--- src/rtl/ttt_pkg.sv ---
// ttt_pkg: shared definitions for the tic-tac-toe turn controller.
// Holds the cell codes, winner codes, controller state encoding, the table
// of the eight winning lines (as 0-based cell indices), and small helpers
// for reading a cell out of the packed 18-bit board.
package ttt_pkg;

    // Cell codes as stored in the board register.
    localparam logic [1:0] EMPTY = 2'b00;
    localparam logic [1:0] P1    = 2'b01;
    localparam logic [1:0] P2    = 2'b10;

    // Winner codes; the draw outcome shares the "none" code.
    localparam logic [1:0] WIN_NONE = 2'b00;
    localparam logic [1:0] WIN_P1   = 2'b01;
    localparam logic [1:0] WIN_P2   = 2'b10;

    // Controller states.
    typedef enum logic [1:0] {
        TURN = 2'b00,
        EVAL = 2'b01,
        OVER = 2'b10
    } state_t;

    localparam int NUM_LINES = 8;

    // Winning lines as 0-based cell indices (cell k of the board is index k-1).
    localparam logic [3:0] WIN_LINES [NUM_LINES][3] = '{
        '{4'd0, 4'd1, 4'd2},   // top row
        '{4'd3, 4'd4, 4'd5},   // middle row
        '{4'd6, 4'd7, 4'd8},   // bottom row
        '{4'd0, 4'd3, 4'd6},   // left column
        '{4'd1, 4'd4, 4'd7},   // middle column
        '{4'd2, 4'd5, 4'd8},   // right column
        '{4'd0, 4'd4, 4'd8},   // main diagonal
        '{4'd2, 4'd4, 4'd6}    // anti diagonal
    };

    // Two-bit code of the cell at 0-based index idx.
    function automatic logic [1:0] cell_at(input logic [17:0] board, input logic [3:0] idx);
        return board[{idx, 1'b0} +: 2];
    endfunction

    // Cell code written by the player whose turn bit is given.
    function automatic logic [1:0] mark_of(input logic turn);
        return turn ? P2 : P1;
    endfunction

endpackage

--- src/rtl/ttt_line_check.sv ---
// ttt_line_check: combinational win detector.
// Ports:
//   i_board [17:0]  packed board, cell k at bits [2k-1:2k-2]
//   i_mark  [1:0]   cell code to look for
//   o_win           high when any row, column or diagonal is all i_mark
module ttt_line_check
    import ttt_pkg::*;
(
    input  logic [17:0] i_board,
    input  logic [1:0]  i_mark,
    output logic        o_win
);

    // OR together the eight line matches.
    always_comb begin
        o_win = 1'b0;
        for (int l = 0; l < NUM_LINES; l++) begin
            if ((cell_at(i_board, WIN_LINES[l][0]) == i_mark) &&
                (cell_at(i_board, WIN_LINES[l][1]) == i_mark) &&
                (cell_at(i_board, WIN_LINES[l][2]) == i_mark)) begin
                o_win = 1'b1;
            end else begin
                o_win = o_win;
            end
        end
    end

endmodule

--- src/rtl/ttt_game_ctrl.sv ---
// ttt_game_ctrl: turn sequencer and move arbiter for two-player tic-tac-toe.
// Grants only the player whose turn it is, writes legal moves to the board,
// evaluates win/draw one cycle after each accepted move, and freezes in OVER
// until reset or new game.
// Ports:
//   i_clock                      system clock, rising edge
//   i_reset, i_new_game          synchronous clears (same effect)
//   i_p1_valid/i_p1_pos [3:0]    P1 move request, cell 1..9
//   i_p2_valid/i_p2_pos [3:0]    P2 move request, cell 1..9
//   o_board [17:0]               cell k at [2k-1:2k-2]; 00 empty, 01 P1, 10 P2
//   o_turn                       player to move (0 = P1, 1 = P2)
//   o_accept / o_illegal         one-cycle pulses for written / rejected moves
//   o_move_count [3:0]           cells filled, 0..9
//   o_game_over, o_winner [1:0]  result, held in OVER
// All outputs come straight from registers.
module ttt_game_ctrl
    import ttt_pkg::*;
#(
    parameter logic START_PLAYER = 1'b0
) (
    input  logic        i_clock,
    input  logic        i_reset,
    input  logic        i_new_game,
    input  logic        i_p1_valid,
    input  logic [3:0]  i_p1_pos,
    input  logic        i_p2_valid,
    input  logic [3:0]  i_p2_pos,
    output logic [17:0] o_board,
    output logic        o_turn,
    output logic        o_accept,
    output logic        o_illegal,
    output logic [3:0]  o_move_count,
    output logic        o_game_over,
    output logic [1:0]  o_winner
);

    state_t      r_state;
    logic        r_turn;
    logic [17:0] r_board;
    logic [3:0]  r_move_count;
    logic        r_accept;
    logic        r_illegal;
    logic        r_game_over;
    logic [1:0]  r_winner;

    state_t      w_state_next;
    logic        w_turn_next;
    logic [17:0] w_board_next;
    logic [3:0]  w_move_count_next;
    logic        w_accept_next;
    logic        w_illegal_next;
    logic        w_game_over_next;
    logic [1:0]  w_winner_next;

    logic        w_req_valid;
    logic [3:0]  w_req_pos;
    logic [3:0]  w_cell;
    logic        w_pos_ok;
    logic        w_cell_free;
    logic [1:0]  w_mark;
    logic        w_win;

    // Only the current player's request is considered.
    assign w_req_valid = r_turn ? i_p2_valid : i_p1_valid;
    assign w_req_pos   = r_turn ? i_p2_pos   : i_p1_pos;
    assign w_cell      = w_req_pos - 4'd1;
    assign w_pos_ok    = (w_req_pos >= 4'd1) && (w_req_pos <= 4'd9);
    // Out-of-range positions may read garbage here; w_pos_ok masks that.
    assign w_cell_free = (cell_at(r_board, w_cell) == EMPTY);
    // The turn bit still names the mover during EVAL, so the mark is valid there.
    assign w_mark      = mark_of(r_turn);

    ttt_line_check u_line_check (
        .i_board (r_board),
        .i_mark  (w_mark),
        .o_win   (w_win)
    );

    // Next-state and next-output logic.
    always_comb begin
        w_state_next      = r_state;
        w_turn_next       = r_turn;
        w_board_next      = r_board;
        w_move_count_next = r_move_count;
        w_accept_next     = 1'b0;
        w_illegal_next    = 1'b0;
        w_game_over_next  = r_game_over;
        w_winner_next     = r_winner;
        case (r_state)
            TURN: begin
                if (w_req_valid) begin
                    if (w_pos_ok && w_cell_free) begin
                        w_board_next[{w_cell, 1'b0} +: 2] = w_mark;
                        w_move_count_next = r_move_count + 4'd1;
                        w_accept_next     = 1'b1;
                        w_state_next      = EVAL;
                    end else begin
                        w_illegal_next = 1'b1;
                    end
                end else begin
                    w_illegal_next = 1'b0;
                end
            end
            EVAL: begin
                // Win is checked first so a ninth-move win is not a draw.
                if (w_win) begin
                    w_state_next     = OVER;
                    w_game_over_next = 1'b1;
                    w_winner_next    = r_turn ? WIN_P2 : WIN_P1;
                end else if (r_move_count == 4'd9) begin
                    w_state_next     = OVER;
                    w_game_over_next = 1'b1;
                    w_winner_next    = WIN_NONE;
                end else begin
                    w_turn_next  = ~r_turn;
                    w_state_next = TURN;
                end
            end
            OVER: begin
                w_state_next = OVER;
            end
            default: begin
                w_state_next = TURN;
            end
        endcase
    end

    // State and output registers; reset/new_game override everything.
    always_ff @(posedge i_clock) begin
        if (i_reset || i_new_game) begin
            r_state      <= TURN;
            r_turn       <= START_PLAYER;
            r_board      <= 18'd0;
            r_move_count <= 4'd0;
            r_accept     <= 1'b0;
            r_illegal    <= 1'b0;
            r_game_over  <= 1'b0;
            r_winner     <= WIN_NONE;
        end else begin
            r_state      <= w_state_next;
            r_turn       <= w_turn_next;
            r_board      <= w_board_next;
            r_move_count <= w_move_count_next;
            r_accept     <= w_accept_next;
            r_illegal    <= w_illegal_next;
            r_game_over  <= w_game_over_next;
            r_winner     <= w_winner_next;
        end
    end

    assign o_board      = r_board;
    assign o_turn       = r_turn;
    assign o_accept     = r_accept;
    assign o_illegal    = r_illegal;
    assign o_move_count = r_move_count;
    assign o_game_over  = r_game_over;
    assign o_winner     = r_winner;

endmodule

--- config.mk ---
export PLATFORM = sky130hd
export DESIGN_NAME = ttt_game_ctrl
export DESIGN_NICKNAME = d
export VERILOG_FILES = /design/src/rtl/ttt_pkg.sv /design/src/rtl/ttt_line_check.sv /design/src/rtl/ttt_game_ctrl.sv
export SDC_FILE = /design/constraint.sdc
export NUM_CORES = 1
export LEC_CHECK = 0
export BUFFER_PORTS_ARGS = -buffer_cell sky130_fd_sc_hd__buf_4
export CORE_UTILIZATION = 55
export CTS_CLUSTER_DIAMETER = 50
export CTS_CLUSTER_SIZE = 30
export DETAILED_ROUTE_END_ITERATION = 16
export HOLD_SLACK_MARGIN = 0.12
export PLACE_DENSITY_LB_ADDON = 0.1
export SYNTH_ARGS = -nofsm -noshare
export SYNTH_HDL_FRONTEND = slang
export SYNTH_SLANG_ARGS = --single-unit
--- constraint.sdc ---
create_clock -name i_clock -period 3.4 [get_ports i_clock]
set_input_delay 0.17 -clock i_clock [delete_from_list [all_inputs] [get_ports i_clock]]
set_output_delay 0.17 -clock i_clock [all_outputs]
set_load 0.005 [all_outputs]
==> flow_metrics.env, run 1 <==
export IMPL_vias_per_cell=5.89
export IMPL_final_cell_mix="45 x buf_4, 31 x nand2_1, 30 x dfxtp_1, 21 x mux2i_1, 15 x nor2_1"
export IMPL_powerDensity_nw_per_um2=345
export IMPL_cp_required_ps=3620
export IMPL_num_io_pins=41
export IMPL_drtAntennaViolNets=0
export IMPL_maxCapViolations=0
export IMPL_stdcell_count=330
export IMPL_dp_cells=322
export IMPL_clock_tree_root_cell="clkbuf_8"
export IMPL_ys_top_cells_by_area="dfxtp_1 30%, mux2i_1 10%, nand2_1 5.7%"
export IMPL_peakVddDrop_v=0.000364
export IMPL_dr_pass1_iters=4
export IMPL_fmax_ghz=0.310
export IMPL_placementRows=21
export IMPL_cts_made_buffers=5
export IMPL_synth_flop_cell="dfxtp_1"
export IMPL_fin_skew_ps=10.2
export IMPL_start_util_pct=59.1
export IMPL_clock_latency_ps=290
export IMPL_drtIter0Drc=109
export IMPL_final_common_cell="buf_4"
export IMPL_startpoint_type="primary input"
export IMPL_dieArea_um2=3950
export IMPL_portBuffers=40
export IMPL_drive_above_1_share_pct=24.3
export IMPL_yosys_register_bits=30
export IMPL_async_flop_share_pct=0
export IMPL_grt_pass1_vias=1815
export IMPL_yosysUniqueCellTypes=50
export IMPL_end_kind="flop"
export IMPL_synth_top_area_share_pct=29.5
export IMPL_synth_warnings=0
export IMPL_coreArea_um2=3440
export IMPL_gr_total_overflow=0
export IMPL_drv_slew=0
export IMPL_cts_tree="built"
export IMPL_rsz0062_at_grt="no"
export IMPL_fin_crit_ps=3230
export IMPL_r2r_slack_ps=320
export IMPL_slowest_delay_ps=550
export IMPL_clock_sinks=30
export IMPL_fin_tns_setup_ps=0
export IMPL_fin_nets=306
export IMPL_status="completed"
export IMPL_cp_slowest_cell="dlygate4sd3_1"
export IMPL_cp_common_cell="mux2i_1"
export IMPL_synth_edf_count=0
export IMPL_clkTransAtPathRegs_ps=70
export IMPL_synthCells=238
export IMPL_synth_area_um2=2040
export IMPL_grt_pass1_wl_um=8390
export IMPL_antenna_found_initial=0
export IMPL_wl_um=5150
export IMPL_htreeDepth=2
export IMPL_dp_hpwl_um=3790
export IMPL_die_y_um=62.8
export IMPL_grt_max_degree=28
export IMPL_grt_total_usage_pct=27.5
export IMPL_hold_viol=0
export IMPL_drc=0
export IMPL_synth_net_count=260
export IMPL_tightestPinTransition_ps=444
export IMPL_num_vias=1945
export IMPL_hold_path_class="in2reg"
export IMPL_synth_seq_area_share_pct=29.5
export IMPL_crit_path_cell_trace="dlygate4sd3_1, buf_4, mux2_2, inv_1, ha_1, nor3_1, a21oi_1, mux2i_1, o211ai_2, nor3b_4, and4b_1, mux2i_1"
export IMPL_wl_per_cell_um=15.6
export IMPL_yosys_area_top_type="dfxtp_1"
export IMPL_die_w_um=62.8
export IMPL_leakage_nw=1.03
export IMPL_n_antenna_cell=0
export IMPL_critPathMaxFanout=12
export IMPL_crit_arrival_ps=3440
export IMPL_crit_type="in2reg"
export IMPL_routabilityCongestion=0.862
export IMPL_slew_headroom_pct=70.1
export IMPL_syn_area_per_cell_um2=8.55
export IMPL_post_cts_resized=0
export IMPL_clk_path_buf_depth=2
export IMPL_areaGrowthSynthToFinish_pct=23.8
export IMPL_finalSetupViolations=0
export IMPL_period_share_pct=94.9
==> cell families (layout without fill, tap and decap cells) <==
family                   after synthesis  after routing  share of synthesized area, %
XOR/XNOR                               6              6                          2.95
flip-flops                            30             30                          29.5
buffers and inverters                 13             59                          2.77
AND/OR/NAND/NOR                      117            117                          32.0
AO/OA/AOI/OAI                         37             37                          13.2
adder cells (fa/ha/maj)                9              9                          5.53
multiplexers                          26             26                          14.1
==> worst max-delay path, delay by kind of cell <==
family                     cells  cell delay (ps)
buffers and inverters          3              870
muxes                          3              750
and+or+nand+nor                3              980
adders and majority gates      1              390
AOI/OAI and AO/OA              2              290
==> cell usage after synthesis (3+ instances only) <==
| library cell | number |
|---|---|
| nand2_1 | 31 |
| dfxtp_1 | 30 |
| mux2i_1 | 21 |
| nor2_1 | 15 |
| nor3_1 | 14 |
| nand2b_1 | 11 |
| ha_1 | 9 |
| a21oi_1 | 8 |
| o22ai_1 | 8 |
| nand3_1 | 7 |
| nor3b_1 | 6 |
| clkbuf_1 | 5 |
| inv_1 | 5 |
| nor2b_1 | 5 |
| xnor2_1 | 5 |
| nand3b_1 | 4 |
| nand4_1 | 4 |
| o21ai_0 | 4 |
| a31oi_1 | 3 |
| and3_1 | 3 |
| and4b_1 | 3 |
| o21a_1 | 3 |
| or3b_2 | 3 |
==> routing by layer <==
metal  wire (um)  vias up  GRT usage [%]
met2        2500       73           47.1
met4          65        0           9.01
li1            -      962              -
met3         381       10           8.94
met1        2200      900           31.9
met5           0        -              0
==> path summary, 6_finish.rpt <==
| check | cells past startpoint | start | to |
|---|---|---|---|
| max reg2reg | 10 | o_turn$_SDFFE_PP0P_ | o_board[11]$_SDFFE_PP0P_ |
| max | 12 | i_p1_pos[1] | o_board[11]$_SDFFE_PP0P_ |
| min reg2reg | 2 | o_winner[0]$_SDFFE_PP0P_ | o_winner[0]$_SDFFE_PP0P_ |
| min | 3 | i_p2_pos[1] | o_board[15]$_SDFFE_PP0P_ |
==> layout make-up <==
cell class | instances | area (um2)
inverter | 6 | 22.5
multi-input combinational | 195 | 1380
sequential | 30 | 601
fill | 297 | 922
tap | 46 | 57.6
timing repair buffer | 46 | 348
clock buffer | 6 | 82.6
clock inverter | 1 | 30.0
==> where the power goes <==
part | total (mW) | internal [mW] | switching [mW]
sequential | 0.358 | 0.355 | 0.00326
combinational | 0.145 | 0.0612 | 0.0836
clock | 0.366 | 0.234 | 0.132
==> metrics by stage <==
step	instance area [um2]	worst slack (ps)	util, %	power (mW)	hold WS, ps
final	2520	174	73.2	0.869	219
after global routing	2520	0.351	73.2	0.904	246
after CTS	2520	233	73.2	0.870	216
after detailed placement	2400	348	69.6	0.507	408
after global placement	2400	390	69.6	0.506	410
after floorplan	2040	215	-	0.464	269
==> registers in the layout, summed over array words and instances, names as in the netlist <==
| name | cells |
|---|---|
| o_turn | 1 |
| o_accept | 1 |
| o_winner | 2 |
| o_move_count | 4 |
| o_game_over | 1 |
| r_state | 2 |
| o_board | 18 |
| o_illegal | 1 |
==> what timing repair did <==
item,CTS,global route
buffers inserted,0,0
hold endpoints to repair,1,0
hold buffers,1,0
Power figures use the tool's default switching activity.
==> run 2: changes to the inputs <==
ABC_AREA = 1   (was unset)
CORE_UTILIZATION = 57   (was 55)
==> flow_metrics.env, run 2 <==
export IMPL_final_common_cell="nand2_1"
export IMPL_synth_edf_count=0
export IMPL_antenna_found_initial=0
export IMPL_coreArea_um2=4060
export IMPL_status="completed"
export IMPL_hold_path_class="in2reg"
export IMPL_maxCapViolations=0
export IMPL_synth_net_count=416
export IMPL_crit_end="o_board[12]$_SDFFE_PP0P_"
export IMPL_drc=0
export IMPL_p_switching_mw=0.295
export IMPL_synth_top_area_share_pct=24.5
export IMPL_synth_flop_cell="dfxtp_1"
export IMPL_r2r_slack_ps=340
export IMPL_syn_area_per_cell_um2=6.22
export IMPL_period_share_pct=90.0
export IMPL_synth_xor_area_share_pct=0.358
export IMPL_clk_path_buf_depth=2
export IMPL_cp_required_ps=3590
export IMPL_hold_viol=0
export IMPL_finalPower_mw=0.883
export IMPL_die_w_um=67.6
export IMPL_place_area_um2=2740
export IMPL_r2r_end="o_board[12]$_SDFFE_PP0P_"
export IMPL_routabilityCongestion=0.968
export IMPL_slew_headroom_pct=68.2
export IMPL_cts_tree="built"
export IMPL_dp_cells=479
export IMPL_crit_type="reg2reg"
export IMPL_crit_path_cell_trace="inv_2, nor2_2, o21bai_2, ha_1, inv_1, nand3_1, nand2_1, nand2_1, nand2_1, nand2_1, nand3_2, nand4_2, nor2_2, nand2_1, nand2_1, nor2_1"
export IMPL_fmax_ghz=0.327
export IMPL_synth_warnings=0
export IMPL_end_kind="flop"
export IMPL_portBuffers=40
export IMPL_synthCells=394
export IMPL_wl_per_cell_um=12.9
export IMPL_drtAntennaViolNets=0
export IMPL_wl_um=6280
export IMPL_areaGrowthSynthToFinish_pct=15.7
export IMPL_rsz0062_at_grt="no"
export IMPL_synth_area_um2=2450
export IMPL_comb_power_share_pct=23.8
export IMPL_synth_most_common_cell="nand2_1"
export IMPL_final_cell_mix="116 x nand2_1, 65 x nor2_1, 54 x inv_1, 43 x buf_4, 35 x nand3_1"
export IMPL_seqPwrFrac_pct=40.7
export IMPL_async_flop_share_pct=0
export IMPL_grt_pass1_wl_um=9830
export IMPL_p_clk_share_pct=35.5
export IMPL_stdcell_count=487
export IMPL_startpoint_type="flop"
export IMPL_switching_share_pct=33.4
export IMPL_yosysUniqueCellTypes=32
export IMPL_fin_crit_ps=3060
export IMPL_placementRows=23
export IMPL_crit_arrival_ps=3250
export IMPL_fin_tns_setup_ps=0
export IMPL_synth_common_cells="116 x nand2_1, 66 x nor2_1, 54 x inv_1"
export IMPL_finalSetupViolations=0
export IMPL_muxShareOfSynthArea_pct=0.409
export IMPL_htreeDepth=2
export IMPL_yosys_area_share_simple_pct=51.4
export IMPL_clock_latency_ps=290
export IMPL_cp_common_cell="nand2_1"
export IMPL_powerDensity_nw_per_um2=311
export IMPL_synth_compound_area_share_pct=5.67
export IMPL_grt_total_usage_pct=29.8
export IMPL_yosys_area_top_type="dfxtp_1"
export IMPL_cp_slowest_cell="dfxtp_1"
export IMPL_drtIter0Drc=156
export IMPL_synth_fa_ha_area_share_pct=4.60
export IMPL_vias_per_cell=5.10
export IMPL_drive_above_1_share_pct=23.3
export IMPL_dieArea_um2=4560
export IMPL_critPathMaxFanout=14
export IMPL_reg2regPathDepth=16
export IMPL_clock_tree_root_cell="clkbuf_8"
export IMPL_yosys_register_bits=30
export IMPL_drv_slew=0
export IMPL_grt_pass1_vias=2150
export IMPL_tightestPinTransition_ps=475
export IMPL_start_util_pct=60.4
export IMPL_clkTransAtPathRegs_ps=70
export IMPL_dr_pass1_iters=5
export IMPL_final_area_um2=2840
export IMPL_ys_top_cells_by_area="dfxtp_1 25%, nand2_1 18%, nor2_1 10%"
export IMPL_dp_hpwl_um=4950
export IMPL_fin_nets=458
export IMPL_gr_total_overflow=0
export IMPL_fin_util_pct=69.9
export IMPL_crit_reg2reg_launch="o_turn$_SDFFE_PP0P_"
export IMPL_synth_top_family_by_area="simple AND/OR/NAND/NOR gates"
export IMPL_cts_made_buffers=5
export IMPL_die_y_um=67.6
export IMPL_num_vias=2483
export IMPL_power_internal_mw=0.588
export IMPL_clock_sinks=30
export IMPL_grt_max_degree=26
export IMPL_synth_seq_area_share_pct=24.5
export IMPL_peakVddDrop_v=0.000192
export IMPL_fin_skew_ps=6.78
export IMPL_setup_worst_path_start="o_turn$_SDFFE_PP0P_"
export IMPL_leakage_nw=1.39
export IMPL_slowest_delay_ps=520
export IMPL_num_io_pins=41
export IMPL_n_antenna_cell=0
export IMPL_largest_register_ffs=18
[run 2: cell types whose count changed in the layout (fill, tap and decap cells not counted), sizes merged, moves of 7 or more]
cell	change
inv	+51
nor2	+62
o22ai	-8
nor3b	-7
nand2	+102
nand3	+36
mux2i	-23
nand2b	-11
[run 2: per-layer routing]
| metal | global-route usage (%) | wire, um |
|---|---|---|
| met5 | 0 | 0 |
| met1 | 37.1 | 2820 |
| met4 | 14.4 | 191 |
| met2 | 48.1 | 2780 |
| met3 | 6.42 | 491 |
[run 2: cells by family (layout without fill, tap and decap cells)]
logic type      after synthesis  count (layout)
xor+xnor                      1               1
flops                        30              30
simple gates                265             265
fa+ha+maj                     9               9
buf+inv                      66             109
mux                           1               1
compound gates               22              22
[run 2: power groups by stage]
stage / Sequential [mW] / Clock [mW] / Combinational (mW)
3_3_place_gp: 0.367 / 0 / 0.205
5_1_grt: 0.360 / 0.334 / 0.231
3_5_place_dp: 0.367 / 0 / 0.206
6_report: 0.359 / 0.313 / 0.210
2_1_floorplan: 0.367 / 0 / 0.163
4_1_cts: 0.359 / 0.320 / 0.207
[run 2: cell type report]
| type | instances | area, um2 |
|---|---|---|
| Multi-Input combinational cell | 298 | 1530 |
| Fill cell | 394 | 1220 |
| Sequential cell | 30 | 601 |
| Timing Repair Buffer | 43 | 323 |
| Inverter | 58 | 221 |
| Clock buffer | 6 | 82.6 |
| Tap cell | 50 | 62.6 |
| Clock inverter | 2 | 12.5 |
[run 2: worst min-delay path by stage]
stage / depth (start not counted) / end / start / slack, ps
final: 5 / o_board[0]$_SDFFE_PP0P_ / i_p1_pos[0] / 260
after CTS: 6 / o_board[14]$_SDFFE_PP0P_ / i_p1_pos[1] / 260
after detailed placement: 2 / o_game_over$_SDFFE_PP0P_ / o_game_over$_SDFFE_PP0P_ / 450
after floorplan: 3 / o_board[2]$_SDFFE_PP0P_ / i_reset / 390
after global placement: 2 / o_game_over$_SDFFE_PP0P_ / o_game_over$_SDFFE_PP0P_ / 440
after global routing: 6 / o_board[6]$_SDFFE_PP0P_ / i_p1_pos[1] / 290
[run 2: worst max-delay path, delay by kind of cell, from the launching register on]
kind,cells,cell delay (ps)
DFF,1,520
AOI/OAI and AO/OA,1,260
buffers and inverters,2,340
adders and majority gates,1,420
and+or+nand+nor,12,1410
[run 2: through the flow]
stage               hold slack, ps  worst slack (ps)
CTS                            258               315
floorplan                      393               928
global placement               439               451
finish                         263               341
detailed placement             448               318
global route                   291              3.33
[run 2: repair_timing]
| item | CTS | global route |
|---|---|---|
| resized for setup | 0 | 1 |
| hold buffers | 0 | 0 |
| setup buffers | 0 | 0 |
| setup endpoints to repair | 0 | 2 |
==> run 3: changes to the inputs <==
CORE_ASPECT_RATIO = 0.8   (was unset)
==> flow_metrics.env, run 3 (synthesized netlist as in run 2, its figures left out) <==
export IMPL_hold_viol=0
export IMPL_grt_max_degree=26
export IMPL_powerDensity_nw_per_um2=329
export IMPL_start_util_pct=62.0
export IMPL_vias_per_cell=5.19
export IMPL_clock_sinks=30
export IMPL_dp_cells=486
export IMPL_fin_nets=460
export IMPL_antenna_found_initial=0
export IMPL_fmax_ghz=0.345
export IMPL_areaGrowthSynthToFinish_pct=17.2
export IMPL_holdBufCountCts=0
export IMPL_dieArea_um2=4570
export IMPL_portBuffers=40
export IMPL_period_share_pct=85.4
export IMPL_post_cts_buffers=0
export IMPL_busiest_layer="met2"
export IMPL_cp_required_ps=3570
export IMPL_fin_skew_ps=4.84
export IMPL_dp_hpwl_um=5210
export IMPL_fin_tns_setup_ps=0
export IMPL_cts_tree="built"
export IMPL_critPathMaxFanout=13
export IMPL_n_antenna_cell=0
export IMPL_clock_latency_ps=280
export IMPL_num_vias=2560
export IMPL_fin_crit_ps=2900
export IMPL_drv_slew=0
export IMPL_grt_met2_usage_pct=49.6
export IMPL_gr_total_overflow=0
export IMPL_clkTransAtPathRegs_ps=60
export IMPL_peakVddDrop_v=0.000274
export IMPL_post_cts_resized=0
export IMPL_startpoint_type="flop"
export IMPL_grt_pass1_wl_um=10200
export IMPL_reg2regPathDepth=16
export IMPL_min_path_cells=6
export IMPL_drc=0
export IMPL_cp_common_cell="nand2_1"
export IMPL_die_y_um=60.6
export IMPL_maxCapViolations=0
export IMPL_grt_total_usage_pct=30.5
export IMPL_coreArea_um2=3950
export IMPL_clock_tree_root_cell="clkbuf_8"
export IMPL_grt_pass1_vias=2222
export IMPL_slew_headroom_pct=66.6
export IMPL_hold_path_class="in2reg"
export IMPL_drtAntennaViolNets=0
export IMPL_rsz0062_at_grt="no"
export IMPL_crit_type="reg2reg"
export IMPL_drtIter0Drc=172
export IMPL_placementRows=20
export IMPL_wl_per_cell_um=13.3
export IMPL_wl_um=6550
export IMPL_largest_register_ffs=18
export IMPL_htreeDepth=2
export IMPL_slowest_delay_ps=460
export IMPL_stdcell_count=493
export IMPL_clk_path_buf_depth=2
export IMPL_dr_pass1_iters=5
export IMPL_crit_path_cell_trace="inv_2, nor2_2, o21bai_2, ha_1, inv_1, nand3_1, nand2_1, nand2_1, nand2_1, nand2_1, nand3_2, nand3_2, nor2_4, nand2_1, nor2_1, nor2_1"
export IMPL_routabilityCongestion=1.03
export IMPL_finalSetupViolations=0
export IMPL_leakage_nw=1.41
export IMPL_status="completed"
export IMPL_final_cell_mix="116 x nand2_1, 66 x nor2_1, 54 x inv_1, 45 x buf_4, 35 x nand3_1"
export IMPL_met3_usage_pct=7.14
export IMPL_drive_above_1_share_pct=23.3
export IMPL_cp_slowest_cell="dfxtp_1"
export IMPL_use_met1_pct=41.8
export IMPL_end_kind="flop"
export IMPL_tightestPinTransition_ps=500
export IMPL_num_io_pins=41
export IMPL_die_w_um=75.3
export IMPL_fillerInstances=349
export IMPL_crit_arrival_ps=3080
export IMPL_cts_made_buffers=5
export IMPL_final_common_cell="nand2_1"
## run 3: cell types whose count changed in the layout (fill, tap and decap cells not counted)
cell	before	now
clkinvlp_4	1	0
nor2_2	9	8
bufinv_16	0	1
buf_4	43	45
nor2_1	65	66
clkinv_2	2	1
## run 3: worst max-delay path: cells and delay by family, from the launching register on
family / cells / cell delay (ps)
and+or+nand+nor: 12 / 1330
adders and majority gates: 1 / 430
AOI/OAI and AO/OA: 1 / 280
DFF: 1 / 460
buffers and inverters: 2 / 310
## run 3: power breakdown
| part | total (mW) | leakage, nW | switching [mW] | internal (mW) |
|---|---|---|---|---|
| combinational | 0.214 | 1.11 | 0.142 | 0.0717 |
| sequential | 0.359 | 0.242 | 0.00356 | 0.356 |
| clock | 0.370 | 0.0573 | 0.136 | 0.234 |
## run 3: metrics by stage
| step | hold WS [ps] | setup slack, ps | power, mW | instance area, um2 | util, % |
|---|---|---|---|---|---|
| 6_report | 289 | 498 | 0.944 | 2870 | 72.6 |
| 3_5_place_dp | 453 | 595 | 0.578 | 2760 | 69.8 |
| 2_1_floorplan | 393 | 928 | 0.530 | 2450 | - |
| 3_3_place_gp | 440 | 739 | 0.577 | 2760 | 69.8 |
| 4_1_cts | 282 | 565 | 0.946 | 2870 | 72.6 |
| 5_1_grt | 329 | 332 | 0.983 | 2870 | 72.6 |
## run 3: final cells by class
cell class / count / area, um2 / share of cell area (%)
timing repair buffer: 45 / 338 / 11.8
clock inverter: 1 / 30.0 / 1.05
sequential: 30 / 601 / 20.9
tap: 55 / 68.8 / 2.40
inverter: 58 / 221 / 7.71
clock buffer: 6 / 82.6 / 2.88
multi-input combinational: 298 / 1530 / 53.3
## run 3: worst paths after layout
check / start / to / slack [ps]
hold reg to reg: o_game_over$_SDFFE_PP0P_ / o_game_over$_SDFFE_PP0P_ / 460
setup reg to reg: o_turn$_SDFFE_PP0P_ / o_board[11]$_SDFFE_PP0P_ / 500
hold / removal: i_p1_pos[1] / o_board[14]$_SDFFE_PP0P_ / 290
setup / recovery: o_turn$_SDFFE_PP0P_ / o_board[11]$_SDFFE_PP0P_ / 500
## run 3: per-layer routing
metal	wire, um	part of all wire [%]	up-vias
li1	-	-	1299
met1	3060	47	1131
met2	2840	43	126
met3	619	9.5	4
met4	27	0.41	0
met5	0	0	-
